## src/rtl/exe_pkg.sv

```systemverilog
// Shared definitions for the execute stage: ALU opcodes, FSM states,
// the EXE/MEM register bundle and the single-step shift helper.
package exe_pkg;

   localparam logic [2:0] ALU_ADD = 3'b000;
   localparam logic [2:0] ALU_SUB = 3'b001;
   localparam logic [2:0] ALU_AND = 3'b010;
   localparam logic [2:0] ALU_OR  = 3'b011;
   localparam logic [2:0] ALU_XOR = 3'b100;
   localparam logic [2:0] ALU_SRA = 3'b101;
   localparam logic [2:0] ALU_SLL = 3'b110;
   localparam logic [2:0] ALU_SRL = 3'b111;

   typedef enum logic {
      ST_IDLE  = 1'b0,
      ST_SHIFT = 1'b1
   } state_t;

   typedef struct packed {
      logic [31:0] alu;
      logic [31:0] b;
      logic        wreg;
      logic        m2reg;
      logic        wmem;
      logic [4:0]  d;
   } mem_t;

   // A bubble writes nothing downstream: all controls and data cleared.
   localparam mem_t MEM_BUBBLE = '0;

   function automatic logic is_shift(input logic [2:0] aluc);
      return (aluc == ALU_SRA) || (aluc == ALU_SLL) || (aluc == ALU_SRL);
   endfunction

   function automatic logic [31:0] shift1(input logic [2:0] op, input logic [31:0] x);
      logic [31:0] r;
      case (op)
         ALU_SLL: r = {x[30:0], 1'b0};
         ALU_SRL: r = {1'b0, x[31:1]};
         default: r = {x[31], x[31:1]};
      endcase
      return r;
   endfunction

endpackage

```

## src/rtl/exe_stage_alu32.sv

```systemverilog
// Combinational arithmetic/logic unit for the non-shift operations.
module alu32
   import exe_pkg::*;
(
   input  logic [2:0]  aluc,
   input  logic [31:0] a,
   input  logic [31:0] op2,
   output logic [31:0] result
);

   always_comb begin
      result = '0;
      case (aluc)
         ALU_ADD: result = a + op2;
         ALU_SUB: result = a - op2;
         ALU_AND: result = a & op2;
         ALU_OR:  result = a | op2;
         ALU_XOR: result = a ^ op2;
         default: result = '0;
      endcase
   end

endmodule

```

## src/rtl/exe_stage.sv

```systemverilog
// Execute stage: ALU plus iterative one-bit-per-cycle shifter feeding the
// EXE/MEM registers; multi-cycle shifts stall upstream and emit bubbles.
module exe_stage
   import exe_pkg::*;
(
   input  logic        clk,
   input  logic        clrn,
   input  logic [2:0]  exe_aluc,
   input  logic        exe_aluimm,
   input  logic [31:0] a,
   input  logic [31:0] b,
   input  logic [31:0] exe_imm,
   input  logic        exe_shift,
   input  logic        exe_wreg,
   input  logic        exe_m2reg,
   input  logic        exe_wmem,
   input  logic [4:0]  exe_d,
   output logic [31:0] mem_alu,
   output logic [31:0] mem_b,
   output logic        mem_wreg,
   output logic        mem_m2reg,
   output logic        mem_wmem,
   output logic [4:0]  mem_d,
   output logic        stall
);

   state_t      state_reg, state_next;
   logic [31:0] shreg_reg, shreg_next;
   logic [4:0]  cnt_reg, cnt_next;
   logic [2:0]  op_reg, op_next;
   logic [31:0] b_reg, b_next;
   logic        wreg_reg, wreg_next;
   logic        m2reg_reg, m2reg_next;
   logic        wmem_reg, wmem_next;
   logic [4:0]  d_reg, d_next;
   mem_t        mem_reg, mem_next;

   logic [31:0] op2;
   logic [31:0] alu_result;
   logic [4:0]  shamt;

   assign op2   = exe_aluimm ? exe_imm : b;
   assign shamt = exe_shift ? exe_imm[4:0] : a[4:0];

   alu32 u_alu (
      .aluc   (exe_aluc),
      .a      (a),
      .op2    (op2),
      .result (alu_result)
   );

   always_comb begin
      state_next = state_reg;
      shreg_next = shreg_reg;
      cnt_next   = cnt_reg;
      op_next    = op_reg;
      b_next     = b_reg;
      wreg_next  = wreg_reg;
      m2reg_next = m2reg_reg;
      wmem_next  = wmem_reg;
      d_next     = d_reg;
      mem_next   = MEM_BUBBLE;
      stall      = 1'b0;

      case (state_reg)
         ST_IDLE: begin
            if (is_shift(exe_aluc) && (shamt > 5'd1)) begin
               // First step happens now; cnt holds the steps still to go.
               stall      = 1'b1;
               shreg_next = shift1(exe_aluc, b);
               cnt_next   = shamt - 5'd1;
               op_next    = exe_aluc;
               b_next     = b;
               wreg_next  = exe_wreg;
               m2reg_next = exe_m2reg;
               wmem_next  = exe_wmem;
               d_next     = exe_d;
               state_next = ST_SHIFT;
            end else begin
               mem_next.b     = b;
               mem_next.wreg  = exe_wreg;
               mem_next.m2reg = exe_m2reg;
               mem_next.wmem  = exe_wmem;
               mem_next.d     = exe_d;
               if (!is_shift(exe_aluc))
                  mem_next.alu = alu_result;
               else if (shamt == 5'd0)
                  mem_next.alu = b;
               else
                  mem_next.alu = shift1(exe_aluc, b);
            end
         end
         ST_SHIFT: begin
            if (cnt_reg > 5'd1) begin
               stall      = 1'b1;
               shreg_next = shift1(op_reg, shreg_reg);
               cnt_next   = cnt_reg - 5'd1;
            end else begin
               mem_next.alu   = shift1(op_reg, shreg_reg);
               mem_next.b     = b_reg;
               mem_next.wreg  = wreg_reg;
               mem_next.m2reg = m2reg_reg;
               mem_next.wmem  = wmem_reg;
               mem_next.d     = d_reg;
               cnt_next       = 5'd0;
               state_next     = ST_IDLE;
            end
         end
         default: state_next = ST_IDLE;
      endcase

      // Reset wins the same cycle so upstream is never frozen during reset.
      if (clrn)
         stall = 1'b0;
   end

   always_ff @(posedge clk) begin
      if (clrn) begin
         state_reg <= ST_IDLE;
         shreg_reg <= '0;
         cnt_reg   <= '0;
         op_reg    <= '0;
         b_reg     <= '0;
         wreg_reg  <= 1'b0;
         m2reg_reg <= 1'b0;
         wmem_reg  <= 1'b0;
         d_reg     <= '0;
         mem_reg   <= MEM_BUBBLE;
      end else begin
         state_reg <= state_next;
         shreg_reg <= shreg_next;
         cnt_reg   <= cnt_next;
         op_reg    <= op_next;
         b_reg     <= b_next;
         wreg_reg  <= wreg_next;
         m2reg_reg <= m2reg_next;
         wmem_reg  <= wmem_next;
         d_reg     <= d_next;
         mem_reg   <= mem_next;
      end
   end

   assign mem_alu   = mem_reg.alu;
   assign mem_b     = mem_reg.b;
   assign mem_wreg  = mem_reg.wreg;
   assign mem_m2reg = mem_reg.m2reg;
   assign mem_wmem  = mem_reg.wmem;
   assign mem_d     = mem_reg.d;

endmodule

```

## config.mk

```make
export PLATFORM = sky130hd
export DESIGN_NAME = exe_stage
export DESIGN_NICKNAME = d
export VERILOG_FILES = /design/src/rtl/exe_pkg.sv /design/src/rtl/exe_stage_alu32.sv /design/src/rtl/exe_stage.sv
export SDC_FILE = /design/constraint.sdc
export NUM_CORES = 1
export LEC_CHECK = 0
export BUFFER_PORTS_ARGS = -buffer_cell sky130_fd_sc_hd__buf_2
export CAP_MARGIN = 0
export CORE_ASPECT_RATIO = 1.5
export CORE_MARGIN = 2
export CORE_UTILIZATION = 60
export CTS_CLUSTER_DIAMETER = 200
export DETAILED_ROUTE_END_ITERATION = 8
export GPL_TIMING_DRIVEN = 0
export PLACE_DENSITY = 0.94
export SETUP_SLACK_MARGIN = 0.3
export SYNTH_ARGS = -nofsm -noshare
export SYNTH_HDL_FRONTEND = slang
export SYNTH_SLANG_ARGS = --single-unit
```

## constraint.sdc

```tcl
create_clock -name clk -period 7.05 [get_ports clk]
set_input_delay 0.3525 -clock clk [delete_from_list [all_inputs] [get_ports clk]]
set_output_delay 0.3525 -clock clk [all_outputs]
set_load 0.01 [all_outputs]
```

**Yosys cells after proc, flatten, opt, wreduce, memory -nomap -nowiden**

Cells that the tools add are included.

- Register bits: 153
- Input port bits: 111
- Logic and storage cells: 63

- $add $sub $neg: 4
- $lt $le $gt $ge: 2
- Equal/unequal tests: 11
- Multiplexer cells: 20
- Bitwise logic cells: 4
- Reductions and logical operators: 7

Operator list:

| cell | number |
|---|---|
| $pmux W32 S2 | 3 |
| $mux W32 | 5 |
| $pmux W32 S5 | 1 |
| $mux W72 | 2 |
| $pmux W72 S2 | 1 |
| $add A32 B32 Y32 | 1 |
| $and A32 B32 Y32 | 1 |
| $or A32 B32 Y32 | 1 |
| $sub A32 B32 Y32 | 1 |
| $xor A32 B32 Y32 | 1 |
| $eq A3 B3 Y1 const B | 6 |
| $mux W5 | 3 |
| $gt A5 B1 Y1 const B | 2 |
| $pmux W5 S2 | 1 |
| $sub A5 B1 Y5 const B | 2 |
| $eq A3 B2 Y1 const B | 2 |
| $logic_not A5 Y1 | 1 |
| $reduce_and A2 Y1 | 2 |
| $eq A3 B1 Y1 const B | 1 |
| $logic_not A3 Y1 | 1 |
| $mux W1 | 3 |
| $logic_or A1 B1 Y1 | 2 |
| $ne A2 B1 Y1 const B | 1 |
| $ne A2 B2 Y1 const B | 1 |
| 3 further kinds | 3 |

**Longest topological paths before layout**

Gate-level depths: netlist (run 1).

- Depth in word-level cells: 7
- Gate-level depth with buffers: 22

**Cells and area by module**

A second synthesis (run 1) with hierarchy kept.

- Cell total of the unflattened synthesis: 1420
- Area, all modules: 11451.0 µm²

By module, submodules not included:

| module | instances | cells each | area each (µm²) | seq. area each (µm²) |
|---|---|---|---|---|
| exe_stage | 1 | 819 | 7363.3 | 3062.9 |
| alu32 | 1 | 601 | 4087.7 | 0.0 |

**Worst setup path after synthesis (run 1)**

No wires, ideal clock.

- Path kind: in2reg
- Start point: input exe_aluimm
- End point: register mem_reg, in the netlist mem_alu[31]
- Setup time: 132 ps
- Arrival: 4771 ps
- Setup slack: 2147 ps
- Cell stages on the path: 20
- Path through: buf_6 buf_2 buf_2 buf_1 mux2i_1 ha_1 o21ai_0 or3_1 nor4_2 nor2_1 xnor2_1 ha_1 a211oi_1 o211ai_1 a2111oi_0 nor3_1 a21oi_1 o21ai_0 xnor2_1 o22ai_2

- Cells in the longest elaborated chain, start to end: 6

RTL lines:

| what | line | source |
|---|---|---|
| start, declared | exe_stage.sv:9 | `input logic exe_aluimm,` |
| $mux W32 * | exe_stage.sv:42 | `assign op2 = exe_aluimm ? exe_imm : b;` |
| $sub A32 B32 Y32 (tied with other cells) | exe_stage_alu32.sv:15 | `ALU_SUB: result = a - op2;` |
| $pmux W32 S5 * | exe_stage_alu32.sv:13 | `case (aluc)` |
| $mux W32 * | exe_stage.sv:85 | `if (!is_shift(exe_aluc))` |
| $mux W72 * | exe_stage.sv:67 | `if (is_shift(exe_aluc) && (shamt > 5'd1)) begin` |
| $pmux W72 S2 * | exe_stage.sv:65 | `case (state_reg)` |
| end signal, assigned | exe_stage.sv:139 | `mem_reg <= mem_next;` |
| end, declared | exe_stage.sv:36 | `mem_t mem_reg, mem_next;` |

Mark *: on every way between the ends. The rest lies on a longest branch, timed or not.
A chain may end at the register's enable or synchronous reset.

**Worst setup path after layout (run 1)**

Ends and elaborated chain as after synthesis.

==> results_dict.tcl, run 1 <==
set metrics [dict create \
    status "finished, final reports clean" \
    drive_above_1_share_pct 15.9 \
    fp-row-count 62 \
    synth_cells 1575 \
    r2r_cells 9 \
    fin_skew_ns 0.0105 \
    grt_pass1_vias 12800 \
    die_h_um 176 \
    dieArea_sq_um 20900 \
    worstPathCellList "buf_2, buf_6, buf_2, buf_2, buf_1, mux2i_1, ha_1, o21ai_0, or3_1, nor4_2, nor2_1, xnor2_1, ha_1, a211oi_1, o211ai_1, a2111oi_0, nor3_1, a21oi_1, o21ai_0, xnor2_1, o22ai_2" \
    cts_tree "done" \
    endpoint_kind "flop" \
    maxSlewViolCount 0 \
    gp_congestion 1.09 \
    hold_depth 3 \
    required_ns 7.34 \
    ant_nets 0 \
    antenna_found_initial 0 \
    synth_cell_types 76 \
    clock.fmax_mhz 154 \
    drc 0 \
    cts_buffers 17 \
    critPathSlowestCell "buf_1" \
    num_vias 13100 \
    drv_cap 0 \
    cts.sinks 153 \
    peakVddDrop_uv 235 \
    crit_fanout 10 \
    min_period_ns 6.50 \
    hold_end "wreg_reg" \
    io_buffer_count 182 \
    dr.pass1.iters 8 \
    clockBufferDepth 2 \
    final_nets 1989 \
    num_antenna_cells 0 \
    grt-ovfl-total 0 \
    cts-root-buf "clkbuf_16" \
    yosys_warnings 0 \
    start_util_pct 61.5 \
    syn2layout_area_growth_pct 15.2 \
    critPathMaxStageDelay_ns 0.66 \
    die_w_um 119 \
    synth_edf_count 0 \
    htreeDepth 4 \
    cts_resized 0 \
    power.density_nw_per_um2 215 \
    netlist_top_cells_area "dfxtp_1 (26%), ha_1 (11%), a21oi_1 (9.4%)" \
    totalNegativeSetupSlack_ns 0 \
    crit_top_cell "buf_2" \
    synth_area_leader_cell "dfxtp_1" \
    yosysSeqAreaShare_pct 25.9 \
    syn_nets 1788 \
    synth_seq_cells 153 \
    synth_area_sq_um 11800 \
    cts_setup_buffers 0 \
    holdBufCountCts 0 \
    crit_family "compound AO/OA/AOI/OAI gates" \
    arrival_ns 6.79 \
    hp-class "in -> reg" \
    path_clk_slew_ns 0.06 \
    synth_area_per_cell_sq_um 7.51 \
    clk_latency_ns 0.45 \
    finalSetupViolCount 0 \
    worst_pin_slew_ns 1.30 \
    critPathKind "in -> reg" \
    core_area_sq_um 19200 \
    startpoint_type "input port" \
    synth_top_area_share_pct 25.9 \
    hold_start "exe_wreg" \
    finalHoldViolations 0 \
    synth_top_flop_cell "dfxtp_1" \
    crit_buf_inv 5 \
    reg2reg_from "cnt_reg[1]" \
    max_slew_margin_pct 13.0 \
    first_iter_violations 1375 \
    grt_max_degree 17 \
    grt_pass1_wl_um 70100 \
    rsz0062_at_grt "no" \
    wl_per_cell_um 23.0 \
    synthArstFlopShare_pct 0 \
    fin_crit_sh_pct 92.2 \
    ios 184 \
    gr-usage-all-layers_pct 43.8 \
    hpwl_um 36800 \
    leakage_nw 6.27 \
    r2r_slack_ns 4.45 \
    rr_endpoint "mem_alu[5]" \
    via_per_inst 6.39 \
    hold_ws_ns 0.163 \
    finalWirelength_um 47000 \
]
==> routing by layer <==
| metal | wire length (um) | GRT usage [%] | up-vias | share of wire, % |
|---|---|---|---|---|
| met3 | 4520 | 7.62 | 281 | 9.6 |
| met1 | 16100 | 47.0 | 5965 | 34 |
| met5 | 0 | 0 | - | 0 |
| met4 | 3770 | 32.6 | 0 | 8.0 |
| li1 | - | - | 5923 | - |
| met2 | 22600 | 76.7 | 908 | 48 |
==> worst max-delay path by stage <==
stage,from,endpoint,slack [ns],cells after the start
after floorplan,exe_aluimm,mem_alu[31],2.15,20
after global placement,exe_aluimm,mem_alu[31],0.35,21
after detailed placement,exe_aluimm,mem_alu[31],0.32,21
after CTS,exe_aluimm,mem_alu[31],0.77,21
after global routing,exe_aluimm,mem_alu[31],0.32,21
final,exe_aluimm,mem_alu[31],0.55,21
==> tightest hold or removal path, stage by stage <==
cell	delay (ns)
buf_2	0.10
nand2_1	0.05
a21oi_1	0.05
==> final cells by class <==
type	count	area [sq um]
Multi-Input combinational cell	1233	8030
Tap cell	256	320
Inverter	84	315
Timing Repair Buffer	182	911
Clock inverter	11	110
Fill cell	1658	5610
Clock buffer	21	460
Buffer	105	420
Sequential cell	153	3060
==> where the power goes <==
group          internal, mW  leakage (nW)  switching [mW]
registers             0.945          1.26          0.0423
clock network         0.510         0.271           0.408
logic                 0.367          4.74           0.663
==> cells in the final DEF, fill, tap and decap left out, types with 8 or more instances in the layout <==
cell type / count
xor2_1: 11
a21o_1: 14
o22ai_1: 40
nand2_1: 295
a22oi_1: 10
a21oi_1: 222
nand3_1: 11
o211ai_1: 41
dfxtp_1: 153
o21ai_0: 38
buf_2: 194
ha_1: 101
a211oi_1: 11
nor3_1: 25
nor3b_1: 8
nor2_1: 100
nor2b_1: 8
xnor2_1: 48
mux2i_1: 95
buf_1: 18
clkbuf_1: 75
clkbuf_16: 17
inv_1: 79
mux2_2: 32
a31oi_1: 21
==> Yosys cell counts, types with 7 or more instances <==
| library cell | number |
|---|---|
| buf_2 | 12 |
| nand3_1 | 11 |
| nor3b_1 | 8 |
| a31oi_1 | 21 |
| mux2i_1 | 95 |
| xnor2_1 | 48 |
| dfxtp_1 | 153 |
| o211ai_1 | 41 |
| nor2b_1 | 8 |
| o22ai_1 | 40 |
| clkbuf_1 | 73 |
| nor2_1 | 100 |
| a22oi_1 | 10 |
| a21o_1 | 14 |
| nor3_1 | 25 |
| buf_1 | 18 |
| o21a_1 | 7 |
| o21ai_0 | 38 |
| a21oi_1 | 222 |
| xor2_1 | 11 |
| ha_1 | 101 |
| a211oi_1 | 11 |
| nand2_1 | 295 |
| inv_1 | 79 |
| and3_1 | 7 |
| and2_1 | 7 |
| mux2_2 | 32 |
==> cell families after synthesis <==
family | after synthesis | synth area share, %
compound gates | 449 | 23.0
buf+inv | 189 | 6.22
mux | 130 | 11.4
fa+ha+maj | 102 | 10.9
flops | 153 | 25.9
xor+xnor | 60 | 4.51
simple gates | 492 | 18.1
==> stage by stage <==
stage	power (mW)	setup slack (ns)	std cells	instance area, sq um	util (%)
after global routing	3.03	0.323	2045	13600	70.8
final	2.93	0.548	2045	13600	70.8
after detailed placement	1.99	0.324	2013	13100	67.9
after CTS	2.89	0.766	2045	13600	70.8
after global placement	1.97	0.355	2013	13100	67.9
after floorplan	1.65	2.15	1575	11800	-
Note: power is estimated with default switching activity, not from simulation.
==> run 2: changes to the inputs <==
Settings changed: CELL_PAD_IN_SITES_DETAIL_PLACEMENT from default to 0, CELL_PAD_IN_SITES_GLOBAL_PLACEMENT from default to 1, CORE_UTILIZATION 60 to 47, CTS_BUF_LIST from default to sky130_fd_sc_hd__clkbuf_2, PLACE_DENSITY 0.94 to 0.95.
==> run 2 against run 1 <==
Compared with the run above: hold slack got worse by 0.082 ns; clock power decreased by 49%; clock skew increased by 0.041 ns; cell count increased by 5.5%; fmax increased by 8.6%; first-iteration DRC count decreased by 22%; sequential cell count unchanged; cell area increased by 0.95%; utilization decreased by 16 points; die area increased by 27%; wire length decreased by 2.5%; sequential share of layout area decreased by 0.21 points; critical path type unchanged; largest cell class unchanged; highest routed layer unchanged.
==> results_dict.tcl, run 2 (synthesis gave the netlist of run 1 again) <==
set metrics [dict create \
    status "finished, final reports clean" \
    htreeDepth 4 \
    first_iter_violations 1075 \
    syn2layout_area_growth_pct 16.3 \
    leakage_nw 6.28 \
    grt-ovfl-total 0 \
    min_period_ns 5.99 \
    crit_fanout 10 \
    fin_crit_sh_pct 85.0 \
    hold_start "a[17]" \
    clk_latency_ns 0.86 \
    totalNegativeSetupSlack_ns 0 \
    endpoint_kind "flop" \
    start_util_pct 47.5 \
    critPathLaunch "exe_aluimm" \
    peakVddDrop_uv 171 \
    dr.pass1.iters 6 \
    required_ns 7.77 \
    design_area_sq_um 13800 \
    clock.fmax_mhz 167 \
    grt_max_degree 17 \
    maxSlewViolCount 0 \
    cts.sinks 153 \
    final_cell_mix "nand2_1 (295), a21oi_1 (222), buf_2 (194)" \
    path_clk_slew_ns 0.23 \
    reg2reg_from "cnt_reg[1]" \
    finalHoldViolations 0 \
    power.density_nw_per_um2 181 \
    num_vias 12700 \
    multi_input_area_sq_um 8030 \
    hold_ws_ns 0.0807 \
    power.total_mw 2.48 \
    dpl_cell_area_sq_um 13100 \
    max_slew_margin_pct 37.0 \
    drive_above_1_share_pct 15.5 \
    drv_cap 0 \
    die_h_um 198 \
    rsz0062_at_grt "no" \
    fin_skew_ns 0.0517 \
    ant_nets 0 \
    antenna_found_initial 1 \
    core_area_sq_um 24900 \
    gr-usage-all-layers_pct 34.0 \
    nFillCells 2466 \
    hp-class "in -> reg" \
    arrival_ns 6.71 \
    dieArea_sq_um 26500 \
    cts_buffers 17 \
    final_common_cell "nand2_1" \
    hpwl_um 36200 \
    grt_pass1_wl_um 68300 \
    cts-root-buf "clkbuf_2" \
    via_per_inst 5.87 \
    wl_per_cell_um 21.2 \
    finalWirelength_um 45800 \
    utilization_pct 55.3 \
    final_nets 2030 \
    startpoint_type "input port" \
    fp-row-count 71 \
    seq_area_sq_um 3060 \
    io_buffer_count 182 \
    worst_pin_slew_ns 0.942 \
    finalSetupViolCount 0 \
    clockBufferDepth 2 \
    critPathKind "in -> reg" \
    gp_congestion 0.990 \
    ios 184 \
    die_w_um 134 \
    cts_tree "done" \
    grt_pass1_vias 12300 \
    drc 0 \
]
[run 2: final cells by class]
| class | instances | area share, % |
|---|---|---|
| sequential | 153 | 22.3 |
| clock inverter | 12 | 0.737 |
| tap | 328 | 2.98 |
| buffer | 105 | 3.06 |
| inverter | 84 | 2.29 |
| antenna | 1 | 0.0182 |
| multi-input combinational | 1233 | 58.3 |
| timing repair buffer | 223 | 9.61 |
| clock buffer | 19 | 0.691 |
[run 2: final timing paths]
check / end / slack [ns] / cells past startpoint
max: mem_alu[31] / 1.06 / 21
min: mem_alu[17] / 0.08 / 4
max reg2reg: mem_alu[23] / 4.47 / 9
min reg2reg: mem_b[31] / 0.45 / 2
[run 2: per-stage QoR]
stage	setup slack, ns	std cells
after CTS	1.21	2157
after global placement	0.342	2085
after global routing	0.762	2158
after detailed placement	0.310	2085
after floorplan	2.15	1575
final	1.06	2158
[run 2: timing repair]
| action | in CTS | in global routing |
|---|---|---|
| hold buffers | 41 | 0 |
| endpoints found under the setup margin | 0 | 0 |
| buffers inserted | 0 | 0 |
| endpoints found under the hold margin | 82 | 0 |
| resized for setup | 0 | 0 |
[run 2: worst max-delay path: stages]
cell,delay [ns]
buf_2,0.17
buf_6,0.23
buf_2,0.37
buf_2,0.44
buf_1,0.60
mux2i_1,0.45
ha_1,0.27
o21ai_0,0.17
or3_1,0.51
nor4_2,0.54
nor2_1,0.12
xnor2_1,0.16
ha_1,0.36
a211oi_1,0.34
o211ai_1,0.16
a2111oi_0,0.41
nor3_1,0.10
a21oi_1,0.36
o21ai_0,0.20
xnor2_1,0.23
o22ai_2,0.13
[run 2: per-layer routing]
layer	vias up	routed length [um]	GRT usage [%]
met1	5901	17300	36.9
met2	580	22700	60.7
met3	183	2800	5.61
met4	0	3040	21.9
li1	5999	-	-
met5	-	0	0
[run 2: report_power, final]
group | leakage [nW] | internal (mW) | switching, mW
clock | 0.111 | 0.125 | 0.345
sequential | 1.26 | 0.946 | 0.0418
combinational | 4.91 | 0.382 | 0.644
==> run 3: changes to the inputs <==
Settings changed: CORE_UTILIZATION 47 to 39, PLACE_DENSITY 0.95 to 0.89.
Clock period 7.05 ns to 5.05 ns, I/O delays scaled along.
==> run 3 against run 2 <==
Compared with the run above: wire length grew 4.6%; count of clock-buffer cells in the layout shrank 1; first-iteration DRC count shrank 13%; non-clock buffer count grew 9; sequential cell count is the same; global-route usage shrank 4.5 points; combinational power grew 42%.
==> results_dict.tcl, run 3 (synthesis gave the netlist of run 1 again) <==
set metrics [dict create \
    status "finished, final reports clean" \
    peakVddDrop_uv 192 \
    io_buffer_count 182 \
    crit_buf_inv 2 \
    cts_setup_buffers 0 \
    hold_ws_ns 0.0473 \
    crit_fanout 8 \
    finalSetupViolCount 0 \
    nFillCells 3182 \
    fin_crit_sh_pct 91.4 \
    critPathLaunch "b[1]" \
    ios 184 \
    cts-root-buf "clkbuf_2" \
    gr-usage-all-layers_pct 29.5 \
    hold_start "a[8]" \
    final_cell_mix "nand2_1 (295), a21oi_1 (221), buf_2 (192)" \
    die_h_um 217 \
    fin_skew_ns 0.0798 \
    required_ns 5.75 \
    grt_pass1_wl_um 71700 \
    design_area_sq_um 14100 \
    fp-row-count 78 \
    top_usage_layer "met2" \
    dr.pass1.iters 5 \
    cts.sinks 153 \
    crit_family "simple AND/OR/NAND/NOR gates" \
    max_slew_margin_pct 30.9 \
    die_w_um 146 \
    start_util_pct 39.3 \
    maxSlewViolCount 0 \
    wl_per_cell_um 21.4 \
    dp_slack_ns -1.34 \
    worst_pin_slew_ns 1.03 \
    startpoint_type "input port" \
    critPathKind "in -> reg" \
    layout_setup_ws_ns 0.433 \
    clockBufferDepth 2 \
    utilization_pct 46.8 \
    grt-ovfl-total 0 \
    power.total_mw 3.62 \
    cts_tree "done" \
    via_per_inst 5.62 \
    path_clk_slew_ns 0.30 \
    clock.fmax_mhz 217 \
    leakage_nw 6.40 \
    multi_input_area_sq_um 8080 \
    critPathMaxStageDelay_ns 0.73 \
    endpoint_kind "flop" \
    first_iter_violations 931 \
    num_vias 12600 \
    hpwl_um 38000 \
    grt_pass1_vias 12500 \
    htreeDepth 4 \
    worstPathCellList "dlygate4sd3_1, clkbuf_1, nor4_1, o22ai_1, nor3_1, nand3_1, nor2_1, a21oi_1, xnor2_1, ha_1, and3_1, and2_1, a2111oi_2, nor3_1, a21oi_2, o21ai_0, xnor2_1, o22ai_2" \
    reg2reg_from "op_reg[2]" \
    finalWirelength_um 47900 \
    dieArea_sq_um 31800 \
    drc 0 \
    antenna_found_initial 2 \
    critPathSlowestCell "nor3_1" \
    grtUsageMet3_pct 4.42 \
    finalHoldViolations 0 \
    syn2layout_area_growth_pct 19.0 \
    hp-class "in -> reg" \
    drive_above_1_share_pct 16.2 \
    grt_util_met2_pct 52.9 \
    core_area_sq_um 30100 \
    drv_cap 0 \
    dpl_cell_area_sq_um 13200 \
    final_nets 2039 \
    grt_max_degree 17 \
    cts_buffers 17 \
    arrival_ns 5.32 \
    globalRouteMet1Util_pct 32.6 \
    ant_nets 0 \
    gp_congestion 0.963 \
    seq_area_sq_um 3060 \
    final_common_cell "nand2_1" \
    min_period_ns 4.62 \
    power.density_nw_per_um2 258 \
    rsz0062_at_grt "yes" \
    clk_latency_ns 0.87 \
]
-- run 3: cell count changes in the layout (fill, tap and decap cells not counted), moves of 3 or more --
cell / change
inv_6: +3
dlygate4sd3_1: +9
clkinvlp_4: -4
clkinv_1: -3
buf_6: +3
-- run 3: final cells by class --
class	count	share of cell area, %
clock inverters	14	1.15
diodes	2	0.0356
plain buffers	105	3.15
flip-flops and latches	153	21.8
inverters	84	2.24
clock buffers	18	0.640
repair buffers	232	10.0
multi-input cells	1233	57.4
well taps	400	3.56
-- run 3: power breakdown --
| group | internal, mW | leakage [nW] | switching, mW |
|---|---|---|---|
| Sequential | 1.32 | 1.26 | 0.0585 |
| Combinational | 0.544 | 4.98 | 0.918 |
| Clock | 0.246 | 0.154 | 0.537 |
-- run 3: per-layer routing --
layer,vias up,wire length (um)
li1,6026,-
met5,-,0
met3,152,2900
met1,5892,18200
met2,534,23800
met4,0,3050
-- run 3: path summary, 6_finish.rpt --
| kind | end | slack [ns] | cells after the start |
|---|---|---|---|
| worst max-delay path | mem_alu[31] | 0.43 | 18 |
| worst min-delay path | mem_alu[9] | 0.05 | 6 |
| worst max register to register | mem_alu[14] | 1.97 | 10 |
| worst min register to register | mem_b[10] | 0.46 | 2 |
-- run 3: stage by stage --
stage                     instances  TNS (ns)
after floorplan                1575         0
after global placement         2157    -17.02
after detailed placement       2157    -16.16
after CTS                      2239         0
after global routing           2241         0
final                          2241         0
-- run 3: worst register-to-register path, stage by stage (launching register included) --
cell and delay [ns]:
dfxtp_1 0.39, nand2_1 0.10, or2_2 0.12, clkbuf_1 0.24, buf_1 0.65, mux2i_1 0.32, nor2_1 0.07, a31oi_1 0.30
a2bb2oi_1 0.18, nand2_1 0.06, dlygate4sd3_1 0.55
-- run 3: timing repair --
| item | 4_1_cts | 5_1_grt |
|---|---|---|
| gates resized for setup | 7 | 14 |
| pin swaps | 1 | 1 |
| gates cloned | 0 | 0 |
| hold endpoints to repair | 119 | 0 |
| setup endpoints to repair | 12 | 12 |
| hold buffers | 50 | 0 |
